[src/rtl/fetch_ctrl.sv]
// Multi-cycle fetch sequencer: IDLE -> FETCH -> ISSUE -> ADVANCE, with HALT and redirect handling.
// Optional fetch watchdog enabled by defining FETCH_WATCHDOG_EN (adds sticky FAULT state).
module fetch_ctrl #(
    parameter int unsigned CNT_W   = 32,
    parameter int unsigned TIMEOUT = 16
) (
    input  logic             clk,
    input  logic             areset,
    input  logic             run_i,
    input  logic [31:0]      pc_i,
    output logic             imem_req,
    input  logic             imem_ack,
    input  logic [31:0]      imem_rdata,
    output logic             instr_valid,
    input  logic             instr_ready,
    output logic [31:0]      instr,
    output logic [31:0]      instr_pc,
    input  logic             redirect_valid,
    input  logic [31:0]      redirect_offset,
    input  logic             halt_i,
    input  logic             resume_i,
    output logic             pc_load,
    output logic             pc_src,
    output logic [31:0]      pc_target,
    output logic             halted,
    output logic             fault,
    output logic [CNT_W-1:0] retired_cnt
);

    localparam logic [2:0] StIdle    = 3'd0;
    localparam logic [2:0] StFetch   = 3'd1;
    localparam logic [2:0] StIssue   = 3'd2;
    localparam logic [2:0] StAdvance = 3'd3;
    localparam logic [2:0] StHalt    = 3'd4;
    localparam logic [2:0] StFault   = 3'd5;

    logic [2:0]       state_q, state_d;
    logic [31:0]      instr_q, instr_pc_q, pc_target_q;
    logic             pc_src_q;
    logic [CNT_W-1:0] retired_q;
    logic             handshake;
    logic             wd_expire;

    assign handshake = (state_q == StIssue) && instr_ready;

`ifdef FETCH_WATCHDOG_EN
    localparam logic [7:0] WdLast = 8'(TIMEOUT - 1);
    logic [7:0] wait_q;

    // Ack in the expiring cycle still wins over the timeout.
    assign wd_expire = (state_q == StFetch) && !imem_ack && (wait_q == WdLast);

    always_ff @(posedge clk or negedge areset) begin
        if (!areset) begin
            wait_q <= 8'd0;
        end else if (state_q != StFetch) begin
            wait_q <= 8'd0;
        end else if (!imem_ack) begin
            wait_q <= wait_q + 8'd1;
        end
    end

    assign fault = (state_q == StFault);
`else
    assign wd_expire = 1'b0;
    assign fault     = 1'b0;
`endif

    always_comb begin
        state_d = state_q;
        case (state_q)
            StIdle:    if (run_i) state_d = StFetch;
            StFetch: begin
                if (imem_ack)       state_d = StIssue;
                else if (wd_expire) state_d = StFault;
            end
            StIssue:   if (instr_ready) state_d = halt_i ? StHalt : StAdvance;
            StAdvance: state_d = run_i ? StFetch : StIdle;
            StHalt:    if (resume_i) state_d = StAdvance;
            StFault:   state_d = StFault;
            default:   state_d = StIdle;
        endcase
    end

    always_ff @(posedge clk or negedge areset) begin
        if (!areset) begin
            state_q     <= StIdle;
            instr_q     <= 32'd0;
            instr_pc_q  <= 32'd0;
            pc_src_q    <= 1'b0;
            pc_target_q <= 32'd0;
            retired_q   <= '0;
        end else begin
            state_q <= state_d;
            if ((state_q == StFetch) && imem_ack) begin
                instr_q    <= imem_rdata;
                instr_pc_q <= pc_i;
            end
            if (handshake) begin
                retired_q <= retired_q + 1'b1;
                // Halt suppresses any redirect for the same instruction.
                if (!halt_i) begin
                    pc_src_q    <= redirect_valid;
                    pc_target_q <= redirect_valid ? redirect_offset : 32'd0;
                end
            end
            if (state_q == StAdvance || state_q == StHalt) begin
                pc_src_q    <= 1'b0;
                pc_target_q <= 32'd0;
            end
        end
    end

    assign imem_req    = (state_q == StFetch);
    assign instr_valid = (state_q == StIssue);
    assign pc_load     = (state_q == StAdvance);
    assign halted      = (state_q == StHalt);
    assign instr       = instr_q;
    assign instr_pc    = instr_pc_q;
    assign pc_src      = pc_src_q;
    assign pc_target   = pc_target_q;
    assign retired_cnt = retired_q;

endmodule

[config.mk]
export PLATFORM = sky130hd
export DESIGN_NAME = fetch_ctrl
export DESIGN_NICKNAME = d
export VERILOG_FILES = /design/src/rtl/fetch_ctrl.sv
export SDC_FILE = /design/constraint.sdc
export NUM_CORES = 1
export LEC_CHECK = 0
export ABC_CLOCK_PERIOD_IN_PS = 2200
export CAP_MARGIN = 20
export CORE_MARGIN = 3
export CORE_UTILIZATION = 40
export DETAILED_ROUTE_END_ITERATION = 7
export PLACE_DENSITY = 0.78
export SLEW_MARGIN = 5
export SYNTH_ARGS = -nofsm -noshare
export SYNTH_HDL_FRONTEND = slang
export SYNTH_SLANG_ARGS = --single-unit
[constraint.sdc]
create_clock -name clk -period 2.2 [get_ports clk]
set_clock_uncertainty 0.05 [all_clocks]
set_input_delay 0.33 -clock clk [delete_from_list [all_inputs] [get_ports clk]]
set_output_delay 0.33 -clock clk [all_outputs]
set_load 0.05 [all_outputs]
==> results.cfg <==
[detailed_routing]
routed_wl_um = 13600
drt_iter0_drc = 153
firstDrtPassIters = 4
drc = 0
ant_nets = 0
vias_per_cell = 4.89
wl_per_cell_um = 16.9
vias = 3930

[power_and_ir_drop]
seqPwrFrac_pct = 28.0
vdd_ir_drop_max_v = 0.000901
swShare_pct = 41.2
power_frac_comb_pct = 47.8
pwr-share-clk_pct = 24.2
p_sw_uw = 5420
leakage_uw = 0.00367
p_per_area_nw_per_um2 = 1550
p_int_uw = 7740

[clock_network]
ctsHtreeMaxLevel = 4
cts_setup_buffers = 0
post_cts_resized = 0
clkTransAtPathRegs_ns = 0.05
numCtsBuffers = 17
cts_hold_buf = 1
cts_tree = yes
cts_sinks = 132
clk_latency_ns = 0.41
cts.path.max_buffers = 2
ctsRootBufferMaster = clkbuf_16

[place]
gp_congestion = 0.779
post_dp_cell_area_um2 = 7830
port_buffers = 236
dp_hpwl_um = 9970

[cells_and_area]
antenna_cells = 0
area_growth_pct = 62.9
layout-drive-gt1-share_pct = 18.5
final_util_pct = 67.2
design_area_um2 = 8510
finalNetCount = 724

[critical_path]
r2r_cells = 4
cp-end-kind = primary output
path_cells = clkdlybuf4s50_1
regToRegSetupSlack_ns = 0.31
worst_path_largest_cell_delay_ns = 0.88
crit_path_top_delay_cell = clkdlybuf4s50_1
path_class = register to primary output
cp.buffers_inverters = 1
regToRegEndpoint = retired_cnt[30]
cp_max_fo = 6
crit_family = buffers and inverters
crit_arrival_ns = 1.75
r2r_start = state_q[2]
worstSetupStartpointType = register
critPathRequiredTime_ns = 1.82

[global_route]
grt_pass1_wl_um = 21700
antenna_found_initial = 0
grt_max_degree = 65
grt_overflow_total = 0
grt.total_usage_pct = 19.1
grt_pass1_vias = 4092

[job]
cap_violations = 0

[yosys]
synth_area_leaders = dfrtp_1 63%, mux2_2 13%, a22o_1 5.4%, xnor2_1 2.9%, xor2_1 2.3%
synth_nets = 477
synth_top_flop_cell = dfrtp_1
synth_area_um2 = 5220
avgSynthCellArea_um2 = 14.0
synth_top_cell_by_area = dfrtp_1
async_flop_share_pct = 100
synth_edf_count = 0
syn_inst = 372
yosysSeqAreaShare_pct = 63.2
ys_ff_latch = 132
ys_warn_count = 0
synthDistinctLibCells = 35
yosysTopAreaCellShare_pct = 63.2

[run_status]
status = finished clean

[die]
die_w_um = 120
die_y_um = 120
core.rowCount = 41
num_io_pins = 238
initial_core_util_pct = 41.2
core_um2 = 12700
fp.dieArea_um2 = 14500

[timing]
max_freq_mhz = 470
rsz0062_at_grt = no
hold_violations = 0
tightest_slew_ns = 0.651
drv_slew = 0
finalSetupViolCount = 0
max-slew-margin-rel_pct = 56.6
period_share_pct = 96.6
period_minus_slack_ns = 2.13

[worst_hold_path]
hp-class = register to register
min_to = retired_cnt[31]
min-delay-start = retired_cnt[31]
hold-path-cell-count = 1
-- how the worst max path moves through the flow --
stage	start	to	depth (start not counted)
final	retired_cnt[22]	retired_cnt[22]	1
after global routing	retired_cnt[22]	retired_cnt[22]	1
after CTS	retired_cnt[22]	retired_cnt[22]	1
after detailed placement	instr_ready	retired_cnt[21]	5
after global placement	halt_i	pc_target[9]	5
after floorplan	state_q[0]	imem_req	3
-- power groups by stage --
stage / clock network [µW] / registers, µW / logic (µW)
final: 3180 / 3680 / 6290
after global routing: 3360 / 3800 / 6540
after CTS: 3250 / 3690 / 6350
after detailed placement: 0 / 3730 / 6340
after global placement: 0 / 3680 / 6200
after floorplan: 0 / 6410 / 1370
-- metrics by stage --
stage          hold WS [ns]  TNS (ns)  setup slack (ns)  std cells  power [µW]
6_report              0.418         0            0.0745        804       13200
5_1_grt               0.447         0           0.00598        804       13700
4_1_cts               0.426         0            0.0494        804       13300
3_5_place_dp          0.343         0            0.0531        771       10100
3_3_place_gp          0.337     -4.45            -0.137        770        9880
2_1_floorplan       -0.0156         0             0.205        372        7780
-- synthesized netlist by cell type, types with 2 or more instances --
cell / n
a21o_1: 2
a21oi_1: 6
a22o_1: 32
and3_1: 2
and4_1: 6
buf_2: 14
clkbuf_1: 4
dfrtp_1: 132
inv_1: 3
mux2_1: 5
mux2_2: 60
nand2_1: 14
nand2b_1: 3
nand3_1: 10
nand4_1: 9
nor2_1: 11
nor3_1: 7
nor4_1: 5
or2_2: 2
xnor2_1: 17
xor2_1: 14
-- flip-flops by register name (all words and copies together) (netlist names) --
signal	flops
instr	32
retired_cnt	32
pc_target	32
instr_pc	32
pc_src	1
state_q	3
-- metal layers --
metal / routed length [µm] / vias to the layer above / global-route usage (%)
met5: 0 / - / 0
met4: 319 / 0 / 8.00
met3: 1100 / 21 / 7.44
met2: 6720 / 170 / 31.1
met1: 5480 / 1897 / 22.8
li1: - / 1842 / -
-- cell families after synthesis --
group	synth area share, %
flip-flops	63.2
adder cells (fa/ha/maj)	0.239
buffers and inverters	2.20
XOR/XNOR	5.20
other	0.0718
multiplexers	14.0
AO/OA/AOI/OAI	6.52
AND/OR/NAND/NOR	8.53
-- layout make-up --
type	instances	area (µm²)
fill	940	4160
sequential	132	3300
timing repair buffer	248	2500
multi-input combinational	217	1810
clock buffer	18	439
clock inverter	14	233
tap	172	215
inverter	3	11.3
-- layout by cell type, fill, tap and decap left out, types with 6 or more instances in the layout --
master,Yosys,layout
buf_4,1,12
mux2_2,60,60
a21oi_1,6,6
dfrtp_1,132,132
a22o_1,32,32
clkbuf_16,0,17
clkdlybuf4s50_1,0,231
xor2_1,14,14
and4_1,6,6
xnor2_1,17,17
nor2_1,11,9
nand2_1,14,14
bufinv_16,0,6
nor3_1,7,7
nand3_1,10,10
nand4_1,9,9
(Power assumes the default switching activity.)
